**src/rtl/ir_gate_if.sv**
```systemverilog
// Bus bundle for the IR gate controller: raw beams and clear toward the block,
// counter events and occupancy status back out.
interface ir_gate_if #(
   parameter int unsigned CNT_W = 10
);
   logic             beam_a_raw;
   logic             beam_b_raw;
   logic             clr;
   logic             inc_o;
   logic             dec_o;
   logic [CNT_W-1:0] occupancy;
   logic             empty;
   logic             full;
   logic             fault;

   modport master (
      output beam_a_raw, beam_b_raw, clr,
      input  inc_o, dec_o, occupancy, empty, full, fault
   );

   modport slave (
      input  beam_a_raw, beam_b_raw, clr,
      output inc_o, dec_o, occupancy, empty, full, fault
   );
endinterface

```
**src/rtl/ir_gate_controller.sv**
```systemverilog
// IR doorway people-counter sequencer: synchronises and debounces two beams,
// decodes walk direction, emits entry/exit pulses and keeps a local occupancy.
// Optional feature macro: IR_GATE_CAPACITY_EN (saturating occupancy with full flag).
module ir_gate_controller #(
   parameter int unsigned DEBOUNCE_CYCLES = 1000,
   parameter int unsigned TIMEOUT_CYCLES  = 500000,
   parameter int unsigned CNT_W           = 10,
   parameter int unsigned MAX_OCC         = 1000
) (
   input  logic     clk,
   input  logic     rst_n,
   ir_gate_if.slave bus
);
   localparam int unsigned DB_W = $clog2(DEBOUNCE_CYCLES + 1);
   localparam int unsigned TM_W = $clog2(TIMEOUT_CYCLES + 1);

   typedef enum logic [2:0] {
      IDLE     = 3'd0,
      IN_A     = 3'd1,
      IN_AB    = 3'd2,
      IN_B     = 3'd3,
      OUT_B    = 3'd4,
      OUT_BA   = 3'd5,
      OUT_A    = 3'd6,
      WAIT_CLR = 3'd7
   } state_t;

   state_t           state;
   state_t           state_nxt;
   logic [1:0]       sync1;      // bit 1 = beam A, bit 0 = beam B
   logic [1:0]       sync2;
   logic [1:0]       filt;
   logic [DB_W-1:0]  db_cnt [2];
   logic [TM_W-1:0]  tmo_cnt;
   logic             tmo_hit_c;
   logic             entry_c;
   logic             exit_c;
   logic             fsm_fault_c;
   logic             entry_q;
   logic             exit_q;
   logic [CNT_W-1:0] occ_q;
   logic [CNT_W-1:0] occ_nxt_c;
   logic             inc_c;
   logic             dec_c;
   logic             rej_c;
   logic             empty_c;
   logic             full_c;
   logic             inc_q;
   logic             dec_q;
   logic             fault_q;

   // Capacity limit must be representable in the occupancy register
   if (64'(MAX_OCC) >= (64'd1 << CNT_W)) begin : g_max_occ_check
      $error("MAX_OCC must be below 2**CNT_W");
   end

   // Two-flop synchronisers followed by one debounce counter per beam
   always_ff @(posedge clk or negedge rst_n) begin
      if (!rst_n) begin
         sync1 <= '0;
         sync2 <= '0;
         filt  <= '0;
         for (int i = 0; i < 2; i++) db_cnt[i] <= '0;
      end else begin
         sync1 <= {bus.beam_a_raw, bus.beam_b_raw};
         sync2 <= sync1;
         for (int i = 0; i < 2; i++) begin
            if (sync2[i] == filt[i]) begin
               db_cnt[i] <= '0;
            end else if (db_cnt[i] == DB_W'(DEBOUNCE_CYCLES - 1)) begin
               filt[i]   <= sync2[i];
               db_cnt[i] <= '0;
            end else begin
               db_cnt[i] <= db_cnt[i] + 1'b1;
            end
         end
      end
   end

   // FSM state register
   always_ff @(posedge clk or negedge rst_n) begin
      if (!rst_n) state <= IDLE;
      else        state <= state_nxt;
   end

   // Dwell timer: counts clocks spent in one passage state
   always_ff @(posedge clk or negedge rst_n) begin
      if (!rst_n) begin
         tmo_cnt <= '0;
      end else if (state_nxt != state || state == IDLE || state == WAIT_CLR) begin
         tmo_cnt <= '0;
      end else begin
         tmo_cnt <= tmo_cnt + 1'b1;
      end
   end

   assign tmo_hit_c = (state != IDLE) && (state != WAIT_CLR) &&
                      (tmo_cnt == TM_W'(TIMEOUT_CYCLES - 1));

   // Next state from filtered {a,b}; a two-bit jump lands in WAIT_CLR
   always_comb begin
      state_nxt = state;
      unique case (state)
         IDLE: case (filt)
            2'b10:   state_nxt = IN_A;
            2'b01:   state_nxt = OUT_B;
            2'b11:   state_nxt = WAIT_CLR;
            default: state_nxt = IDLE;
         endcase
         IN_A: case (filt)
            2'b11:   state_nxt = IN_AB;
            2'b00:   state_nxt = IDLE;
            2'b10:   state_nxt = IN_A;
            default: state_nxt = WAIT_CLR;
         endcase
         IN_AB: case (filt)
            2'b01:   state_nxt = IN_B;
            2'b10:   state_nxt = IN_A;
            2'b11:   state_nxt = IN_AB;
            default: state_nxt = WAIT_CLR;
         endcase
         IN_B: case (filt)
            2'b00:   state_nxt = IDLE;
            2'b11:   state_nxt = IN_AB;
            2'b01:   state_nxt = IN_B;
            default: state_nxt = WAIT_CLR;
         endcase
         OUT_B: case (filt)
            2'b11:   state_nxt = OUT_BA;
            2'b00:   state_nxt = IDLE;
            2'b01:   state_nxt = OUT_B;
            default: state_nxt = WAIT_CLR;
         endcase
         OUT_BA: case (filt)
            2'b10:   state_nxt = OUT_A;
            2'b01:   state_nxt = OUT_B;
            2'b11:   state_nxt = OUT_BA;
            default: state_nxt = WAIT_CLR;
         endcase
         OUT_A: case (filt)
            2'b00:   state_nxt = IDLE;
            2'b11:   state_nxt = OUT_BA;
            2'b10:   state_nxt = OUT_A;
            default: state_nxt = WAIT_CLR;
         endcase
         WAIT_CLR: begin
            if (filt == 2'b00) state_nxt = IDLE;
         end
      endcase
      // A legal move resets the dwell timer, so timeout only applies when stuck
      if (tmo_hit_c && state_nxt == state) state_nxt = WAIT_CLR;
   end

   // FSM decoded events: completed entry/exit and illegal/timeout abort
   always_comb begin
      entry_c     = 1'b0;
      exit_c      = 1'b0;
      fsm_fault_c = 1'b0;
      if (state == IN_B  && state_nxt == IDLE) entry_c = 1'b1;
      if (state == OUT_A && state_nxt == IDLE) exit_c  = 1'b1;
      if (state != WAIT_CLR && state_nxt == WAIT_CLR) fsm_fault_c = 1'b1;
   end

   // Occupancy update, capacity qualification and clear priority
   always_comb begin
      empty_c = (occ_q == '0);
`ifdef IR_GATE_CAPACITY_EN
      full_c  = (occ_q == CNT_W'(MAX_OCC));
      rej_c   = (entry_q && full_c) || (exit_q && empty_c);
`else
      full_c  = 1'b0;
      rej_c   = 1'b0;
`endif
      inc_c     = entry_q && !rej_c;
      dec_c     = exit_q && !rej_c;
      occ_nxt_c = occ_q;
      if (inc_c) occ_nxt_c = occ_q + 1'b1;
      if (dec_c) occ_nxt_c = occ_q - 1'b1;
      if (bus.clr) occ_nxt_c = '0;
   end

   // Event pipeline and registered outputs
   always_ff @(posedge clk or negedge rst_n) begin
      if (!rst_n) begin
         entry_q <= 1'b0;
         exit_q  <= 1'b0;
         occ_q   <= '0;
         inc_q   <= 1'b0;
         dec_q   <= 1'b0;
         fault_q <= 1'b0;
      end else begin
         entry_q <= entry_c;
         exit_q  <= exit_c;
         occ_q   <= occ_nxt_c;
         inc_q   <= inc_c;
         dec_q   <= dec_c;
         fault_q <= fsm_fault_c | rej_c;
      end
   end

   assign bus.inc_o     = inc_q;
   assign bus.dec_o     = dec_q;
   assign bus.fault     = fault_q;
   assign bus.occupancy = occ_q;
   assign bus.empty     = empty_c;
   assign bus.full      = full_c;

endmodule
```
**src/flat_wrapper.sv**
```systemverilog
// flat-port wrapper written by rule: the top's interface ports become plain ports
module ir_gate_controller_flat 
#(
   parameter int unsigned DEBOUNCE_CYCLES = 1000,
   parameter int unsigned TIMEOUT_CYCLES  = 500000,
   parameter int unsigned CNT_W           = 10,
   parameter int unsigned MAX_OCC         = 1000
)
  (clk, rst_n, bus_beam_a_raw, bus_beam_b_raw, bus_clr, bus_inc_o, bus_dec_o, bus_occupancy, bus_empty, bus_full, bus_fault);
  ir_gate_if #(.CNT_W(CNT_W)) bus_i ();
  input  logic clk;
  input  logic rst_n;
  input wire logic [$bits(bus_i.beam_a_raw)-1:0] bus_beam_a_raw;
  input wire logic [$bits(bus_i.beam_b_raw)-1:0] bus_beam_b_raw;
  input wire logic [$bits(bus_i.clr)-1:0] bus_clr;
  output wire logic [$bits(bus_i.inc_o)-1:0] bus_inc_o;
  output wire logic [$bits(bus_i.dec_o)-1:0] bus_dec_o;
  output wire logic [$bits(bus_i.occupancy)-1:0] bus_occupancy;
  output wire logic [$bits(bus_i.empty)-1:0] bus_empty;
  output wire logic [$bits(bus_i.full)-1:0] bus_full;
  output wire logic [$bits(bus_i.fault)-1:0] bus_fault;
  assign bus_i.beam_a_raw = bus_beam_a_raw;
  assign bus_i.beam_b_raw = bus_beam_b_raw;
  assign bus_i.clr = bus_clr;
  assign bus_inc_o = bus_i.inc_o;
  assign bus_dec_o = bus_i.dec_o;
  assign bus_occupancy = bus_i.occupancy;
  assign bus_empty = bus_i.empty;
  assign bus_full = bus_i.full;
  assign bus_fault = bus_i.fault;
  ir_gate_controller #(.DEBOUNCE_CYCLES(DEBOUNCE_CYCLES), .TIMEOUT_CYCLES(TIMEOUT_CYCLES), .CNT_W(CNT_W), .MAX_OCC(MAX_OCC)) u_core (.clk(clk), .rst_n(rst_n), .bus(bus_i));
endmodule
```
**config.mk**
```make
export PLATFORM = sky130hd
export DESIGN_NAME = ir_gate_controller_flat
export DESIGN_NICKNAME = d
export VERILOG_FILES = /design/src/rtl/ir_gate_if.sv /design/src/rtl/ir_gate_controller.sv /design/src/flat_wrapper.sv
export SDC_FILE = /design/constraint.sdc
export NUM_CORES = 1
export LEC_CHECK = 0
export BUFFER_PORTS_ARGS = -buffer_cell sky130_fd_sc_hd__buf_2
export CAP_MARGIN = 20
export CORE_UTILIZATION = 61
export CTS_CLUSTER_DIAMETER = 120
export DETAILED_ROUTE_END_ITERATION = 8
export GPL_ROUTABILITY_DRIVEN = 0
export HOLD_SLACK_MARGIN = 0.1
export PLACE_DENSITY = 0.84
export SLEW_MARGIN = 20
export SYNTH_ARGS = -nofsm -noshare
export SYNTH_HDL_FRONTEND = slang
export SYNTH_SLANG_ARGS = --single-unit
```
**constraint.sdc**
```tcl
create_clock -name clk -period 2.6 [get_ports clk]
set_input_delay 0.26 -clock clk [delete_from_list [all_inputs] [get_ports clk]]
set_output_delay 0.26 -clock clk [all_outputs]
set_load 0.005 [all_outputs]
```
* Word level (Yosys, flattened, before mapping)
Cells that the tools add are included.
** Word-level totals
- Flip-flop bits (word level) :: 63
- Input bits :: 5
- Output and inout port bits :: 15
- Word-level logic and storage cells :: 77
** Cells by class
- $add $sub $neg :: 5
- Eq/ne operators :: 19
- Muxes and demuxes :: 21
- Bitwise operators :: 2
- Reductions and logical operators :: 16
** Operators with widths (count)
- 10-bit two-way mux :: 7
- 3-bit one-hot mux with 3 select lines :: 6
- 10-bit by 1-bit adder with 10-bit output (second input constant) :: 3
- 3-bit one-hot mux with 8 select lines :: 1
- 10-bit equality test (second input constant) :: 2
- 19-bit by 1-bit adder with 19-bit output (second input constant) :: 1
- 19-bit equality test (second input constant) :: 1
- 19-bit two-way mux :: 1
- 3-bit equality test (second input constant) :: 5
- 10-bit logical NOT :: 1
- 10-bit by 1-bit subtractor with 10-bit output (second input constant) :: 1
- 3-bit by 2-bit equality test with 1-bit output (second input constant) :: 2
- 1-bit logical AND :: 6
- 3-bit logical NOT :: 2
- 3-bit two-way mux :: 2
- 2-bit one-hot mux with 3 select lines :: 1
- 3-bit nonzero test :: 2
- 2-bit equality test (second input constant) :: 2
- 2-bit AND reduction :: 2
- 3-bit by 1-bit equality test with 1-bit output (second input constant) :: 1
- 3-bit equality test :: 1
- 1-bit two-way mux :: 3
- 3-bit inequality test :: 1
- 3-bit inequality test (second input constant) :: 1
- other kinds (5) :: 8

* Logic depth before layout (Yosys ltp)
Gate-level depths: netlist of the first run.
- Word-level depth :: 10
- Depth in mapped cells :: 9
- Depth with buffers taken out :: 8

* Least setup slack after synthesis of the first run
Ideal clock, no wire load.
- Path kind :: register to register
- Start point :: register u_core.filt[0]
- End point :: register u_core.tmo_cnt[17]
- Setup time :: 0.123 ns
- Data arrival time :: 2.216 ns
- Setup slack :: 0.261 ns
- Cell stages (with the launch flop) :: 10
- Buffers on the path :: 1
- Clock period less this slack :: 2.339 ns
- Cell sequence :: dfrtp_1 > inv_1 > ha_1 > nand2b_1 > a32o_1 > nor4_2 > o2111ai_2 > a21oi_4 > buf_12 > nor3_2
** On the way
- Cells in the longest elaborated chain, start to end :: 10
** RTL lines
- from (decl) :: RTL line ir_gate_controller.sv:32 : logic [1:0] filt;
- from (signal, indexed assignment) :: RTL line ir_gate_controller.sv:71 : filt[i] <= sync2[i];
- 2-bit equality test, or another cell as far along
- 3-bit one-hot mux with 3 select lines, or another cell as far along :: RTL line ir_gate_controller.sv:140 : OUT_A: case (filt)
- 3-bit one-hot mux with 8 select lines * :: RTL line ir_gate_controller.sv:103 : unique case (state)
- 3-bit equality test :: RTL line ir_gate_controller.sv:151 : if (tmo_hit_c && state_nxt == state) state_nxt = WAIT_CLR;
- 1-bit logical AND :: RTL line ir_gate_controller.sv:151
- 3-bit two-way mux * :: RTL line ir_gate_controller.sv:151
- 3-bit inequality test * :: RTL line ir_gate_controller.sv:90 : end else if (state_nxt != state || state == IDLE || state == WAIT_CLR) begin
- 1-bit logical OR * (2 in a row) :: RTL line ir_gate_controller.sv:90
- 19-bit two-way mux * :: RTL line ir_gate_controller.sv:90
- to (signal assigned) :: RTL line ir_gate_controller.sv:93 : tmo_cnt <= tmo_cnt + 1'b1;
- to (decl) :: RTL line ir_gate_controller.sv:34 : logic [TM_W-1:0] tmo_cnt;
Every way passes the cells marked *; elsewhere a longest branch is shown, timed or not.
A chain may end at the register's enable or synchronous reset.

* Worst setup path after layout of the first run
- Start point :: register u_core.filt[1]
- End point :: register u_core.tmo_cnt[6]
The elaborated chain is that of the path after synthesis.

==> results.toml, run 1 <==
[die]
std_cell_rows = 27
die_w_um = 79.23
die_area_um2 = 6277
core_area_um2 = 5642
top_level_ports = 20
die_h_um = 79.23
initial_core_util_pct = 64.49

[worst_setup_path]
crit_path_frequent_cell = "inv_1"
cp.required_ps = 2850
crit_buf_inv = 3
cp-end-kind = "register"
r2r_cells = 9
path_max_fanout = 12
r2r_end = "u_core.tmo_cnt[6]"
critPathMaxStageDelay_ps = 460
crit_arrival_ps = 2690
path_class = "reg2reg"
path_depth = 9
critPathTopFamily = "compound AO/OA/AOI/OAI gates"
reg2reg_slack_ps = 160
path_cells = "inv_1 -> ha_2 -> inv_1 -> o32a_1 -> a311o_1 -> o211ai_1 -> nand3_2 -> buf_12 -> nor3_1"
cpMaxStageDelayCell = "dfrtp_2"
cp-start-kind = "register"
worstReg2RegStart = "u_core.filt[1]"

[placement]
dp_cells = 445
place_area_um2 = 3810
io_buffers = 18
hpwl_mm = 4.809

[finish]
stdcell_count = 466
fin_area_um2 = 4081
utilization_pct = 72.34
nets = 413
area_delta_synth_final_pct = 12.17
diodes = 0
layout-drive-gt1-share_pct = 19.80

[outcome]
status = "complete, no violations"

[synthesis]
synth_area_leaders = "dfrtp_1 (43%), ha_1 (6.2%), xnor2_1 (5.8%), xor2_1 (4.3%), nor2_1 (3.7%)"
synth_nets = 380
ys_seq_area_share_pct = 43.33
yosysWarnings = 0
synth_top_area_share_pct = 43.33
synth_edf_count = 0
synth.avg_cell_area_um2 = 10.22
ys.flop_type = "dfrtp_1"
yosysTopAreaCell = "dfrtp_1"
async_flop_share_pct = 100.0
yosys_register_bits = 63
synth.most_common_cell = "dfrtp_1"
synth_cells = 356
synth_area_um2 = 3638
synth_cell_types = 66
synth_commonest_cells = "dfrtp_1 (63), nor2_1 (36), nand2_1 (24), xnor2_1 (24)"

[routing]
routed-via-count = 2761
drc = 0
drt_pass1_iterations = 4
wl_per_cell_um = 14.78
wl_mm = 6.889
viasPerCell = 5.925
drtIter0Drc = 139
detail-route-antenna-nets = 0

[cts]
insertion_delay_ps = 340
cts_root_buf = "clkbuf_8"
clk_pin_slew_worst_paths_ps = 70
cts_sinks = 63
htreeDepth = 3
cts_made_buffers = 9
clockBufferDepth = 2
cts_tree = "built"

[timing]
max_freq_mhz = 409.4
relSlewSlack_pct = 48.44
finalHoldViolations = 0
setup_viol = 0
min_period_ps = 2443
worst_slew_pin_slew_ps = 773.4
skew_ps = 8.732
final.period_utilization_pct = 93.95
slew_violations = 0

[grt]
grt_start_max_net_pins = 64
antenna_found_initial = 0
grtUsageTotal_pct = 24.63
grt_overflow = 0
grt_pass1_vias = 2679
grt_pass1_wl_mm = 12.00

[power]
powerDensity_nw_per_um2 = 474.6
vdd_ir_drop_max_mv = 0.3004
power.leakage_nw = 1.830

[hold_path]
min_path_type = "in2async"

[job]
drv_cap = 0
flip-flops by register name, indices dropped and copies added, names as in the netlist, 2 cells and up:
| signal | count |
|---|---|
| u_core.db_cnt | 20 |
| u_core.tmo_cnt | 19 |
| u_core.bus.occupancy | 10 |
| u_core.state | 3 |
| u_core.filt | 2 |
| u_core.sync1 | 2 |
| u_core.sync2 | 2 |
metal layers:
metal  vias up  global-route usage [%]  wire length, µm  part of all wire [%]
met5         -                       0                0                     0
met4         0                   11.27              138                   2.0
li1       1335                       -                -                     -
met3        20                   5.172              296                   4.3
met2        71                   40.78             3324                    48
met1      1335                   30.83             3129                    45
cell type report:
cell class / count / area [µm²]
inverter: 12 / 45.04
timing repair buffer: 32 / 225.2
fill: 401 / 1560
tap: 72 / 90.09
clock inverter: 3 / 40.04
clock buffer: 13 / 168.9
multi-input combinational: 271 / 1932
sequential: 63 / 1580
timing repair:
item,in CTS,in global routing
resized for setup,0,7
endpoints found under the setup margin,0,22
endpoints found under the hold margin,2,0
buffers inserted,0,3
hold buffers,2,0
where the power goes:
part | total [mW] | leakage [nW] | switching [mW] | internal [mW]
clock network | 0.887 | 0.109 | 0.369 | 0.519
registers | 0.999 | 0.861 | 0.00809 | 0.991
logic | 0.0510 | 0.859 | 0.0358 | 0.0152
total | 1.94 | 1.83 | 0.413 | 1.52
placed cells by master (no fill, tap or decap), drive strengths merged, types with 13 or more instances in the layout:
master  netlist  layout
dfrtp        63      63
nor2         37      37
buf           7      30
nor3         27      27
nand2        24      24
xnor2        24      24
xor2         18      18
ha           18      18
nand3        14      14
clkbuf        3      13
how the worst max path moves through the flow:
| stage | endpoint | start | slack (ps) |
|---|---|---|---|
| 5_1_grt | u_core.tmo_cnt[1] | u_core.filt[1] | -3 |
| 3_3_place_gp | u_core.tmo_cnt[5] | u_core.filt[1] | 210 |
| 3_5_place_dp | u_core.tmo_cnt[18] | u_core.filt[0] | 50 |
| 4_1_cts | u_core.tmo_cnt[6] | u_core.filt[0] | 60 |
| 6_report | u_core.tmo_cnt[6] | u_core.filt[1] | 160 |
| 2_1_floorplan | u_core.tmo_cnt[17] | u_core.filt[0] | 260 |
through the flow:
step / hold WS [ps] / setup slack (ps) / power, mW / TNS [ps]
2_1_floorplan: -35.59 / 260.9 / 1.037 / 0
3_3_place_gp: 334.9 / 214.3 / 1.065 / 0
3_5_place_dp: 334.7 / 45.74 / 1.067 / 0
4_1_cts: 114.2 / 58.31 / 1.946 / 0
5_1_grt: 148.9 / -2.530 / 2.001 / -2.572
6_report: 65.87 / 157.3 / 1.937 / 0
kinds of logic (layout without fill, tap and decap cells):
group                      Yosys count  after routing  share of synthesized area [%]
adders and majority gates           19             19                          6.740
and+or+nand+nor                    158            158                          24.42
AOI/OAI and AO/OA                   48             48                          10.39
muxes                                3              3                         0.8941
other                                1              1                         0.1031
buffers and inverters               22             60                          4.023
DFF                                 63             63                          43.33
xor gates and xnor gates            42             42                          10.11
worst register-to-register path, cell delays in order, from the launching register on:
cell and delay, ps:
dfrtp_2 460, inv_1 120, ha_2 240, inv_1 90, o32a_1 370, a311o_1 370
o211ai_1 130, nand3_2 210, buf_12 210, nor3_1 160
Power figures use the tool's default switching activity.
==> run 2: changes to the inputs <==
--- a/config.mk
+++ b/config.mk
@@ -7,12 +7,14 @@
 export LEC_CHECK = 0
 export BUFFER_PORTS_ARGS = -buffer_cell sky130_fd_sc_hd__buf_2
 export CAP_MARGIN = 20
-export CORE_UTILIZATION = 61
+export CELL_PAD_IN_SITES_DETAIL_PLACEMENT = 1
+export CELL_PAD_IN_SITES_GLOBAL_PLACEMENT = 1
+export CORE_UTILIZATION = 48
 export CTS_CLUSTER_DIAMETER = 120
 export DETAILED_ROUTE_END_ITERATION = 8
 export GPL_ROUTABILITY_DRIVEN = 0
 export HOLD_SLACK_MARGIN = 0.1
-export PLACE_DENSITY = 0.84
+export PLACE_DENSITY = 0.76
 export SLEW_MARGIN = 20
 export SYNTH_ARGS = -nofsm -noshare
 export SYNTH_HDL_FRONTEND = slang
==> results.toml, run 2 (synthesized netlist as in run 1, its figures left out) <==
[worst_setup_path]
crit_arrival_ps = 2700
path_class = "reg2reg"
crit_path_frequent_cell = "inv_1"
reg2reg_slack_ps = 140
worstReg2RegStart = "u_core.filt[0]"
cpMaxStageDelayCell = "dfrtp_2"
critPathMaxStageDelay_ps = 450
cp-end-kind = "register"
crit_buf_inv = 3
critPathTopFamily = "compound AO/OA/AOI/OAI gates"
r2r_cells = 9
path_cells = "inv_1 -> ha_1 -> inv_1 -> o32a_1 -> a311o_1 -> o2111ai_2 -> a21oi_4 -> buf_12 -> nor3_1"
cp.required_ps = 2840
path_max_fanout = 19
r2r_end = "u_core.tmo_cnt[5]"
cp-start-kind = "register"

[grt]
busiest_layer = "met2"
grt_pass1_vias = 2849
grtUsageTotal_pct = 22.45
antenna_found_initial = 0
grt_pass1_wl_mm = 13.60
met2_usage_pct = 38.60
grt_start_max_net_pins = 51
grtUsageMet3_pct = 2.862
gr-usage-met1_pct = 29.34
grt_overflow = 0

[die]
top_level_ports = 20
die_h_um = 89.07
std_cell_rows = 31
die_w_um = 89.07
initial_core_util_pct = 49.90
die_area_um2 = 7933
core_area_um2 = 7292

[hold_path]
min_to = "u_core.bus.occupancy[0]"
holdPathStages = 2
min_path_type = "in2reg"
hp-start = "bus_clr"

[finish]
nets = 410
area_delta_synth_final_pct = 11.62
seqCellArea_um2 = 1579
fillCellCount = 839
top_register = "u_core.db_cnt"
largest_register_ff_count = 20
layout-drive-gt1-share_pct = 18.16
multi_input_area_um2 = 1921
most-common-layout-cells = "dfrtp_1 (61), nor2_1 (36), nand2_1 (24), xnor2_1 (24)"
diodes = 0
final_common_cell = "dfrtp_1"

[cts]
clk_pin_slew_worst_paths_ps = 70
htreeDepth = 3
clockBufferDepth = 2
cts_setup_buffers = 0
cts_tree = "built"
insertion_delay_ps = 330
cts_root_buf = "clkbuf_8"
cts_made_buffers = 9
cts_sinks = 63

[timing]
fin_setup_tns_ps = 0
min_period_ps = 2460
fin_ws_ps = 139.7
final.period_utilization_pct = 94.63
slew_violations = 0
max_freq_mhz = 406.5
finalHoldViolations = 0
setup_viol = 0
skew_ps = 7.570
rsz0062_at_grt = "no"
relSlewSlack_pct = 56.16
fin_hold_ws_ps = 203.3
worst_slew_pin_slew_ps = 657.7

[routing]
drt_pass1_iterations = 4
detail-route-antenna-nets = 0
drtIter0Drc = 122
routed-via-count = 2744
wl_mm = 8.040
wl_per_cell_um = 16.41
viasPerCell = 5.600
drc = 0

[placement]
io_buffers = 18
hpwl_mm = 5.667
post-place-ws_ps = 66.95

[power]
powerDensity_nw_per_um2 = 445.7
total_power_mw = 1.810
power.leakage_nw = 1.810
vdd_ir_drop_max_mv = 0.2346

[outcome]
status = "complete, no violations"

[job]
drv_cap = 0
==> run 2: changes by cell type in the layout (fill, tap and decap cells not counted), sizes merged <==
cell and change:
buf -4, bufinv -1, clkbuf -1, clkinv +2, dlygate4sd3 +1
==> run 2: final cells by class <==
class,count,area share [%]
Tap cell,99,3.050
Sequential cell,63,38.88
Multi-Input combinational cell,271,47.29
Clock buffer,12,3.820
Inverter,12,1.109
Timing Repair Buffer,29,5.360
Clock inverter,4,0.4929
==> run 2: worst max-delay path by stage <==
stage                              start                 end  slack [ps]  depth (start not counted)
after floorplan           u_core.filt[0]  u_core.tmo_cnt[17]         260                          9
after global placement    u_core.filt[1]   u_core.tmo_cnt[1]         190                          9
after detailed placement  u_core.filt[1]   u_core.tmo_cnt[2]          70                          9
after CTS                 u_core.filt[1]   u_core.tmo_cnt[5]          30                          9
after global routing      u_core.filt[0]   u_core.tmo_cnt[8]          10                          9
final                     u_core.filt[0]   u_core.tmo_cnt[5]         140                          9
==> run 2: power breakdown <==
part | total (mW) | leakage, nW | internal, mW | switching (mW)
clock network | 0.754 | 0.0959 | 0.392 | 0.362
logic | 0.0576 | 0.851 | 0.0186 | 0.0390
registers | 0.999 | 0.863 | 0.991 | 0.00820
total | 1.81 | 1.81 | 1.40 | 0.409
==> run 2: what timing repair did <==
action | 4_1_cts | 5_1_grt
resized for setup | 0 | 3
hold endpoints to repair | 15 | 0
setup endpoints to repair | 0 | 21
hold buffers | 3 | 0
==> run 2: per-layer routing <==
layer  share of wire (%)  vias to the layer above  routed length, µm
li1                    -                     1327                  -
met1                  47                     1365               3757
met2                  49                       45               3967
met3                 2.7                        7                218
met4                 1.2                        0                 96
met5                   0                        -                  0
==> run 2: through the flow <==
step	utilization, %	instances	area (µm²)
after floorplan	-	356	3638
after CTS	55.59	490	4054
after global placement	52.78	471	3849
final	55.70	490	4061
after global routing	55.70	490	4061
after detailed placement	52.78	471	3849
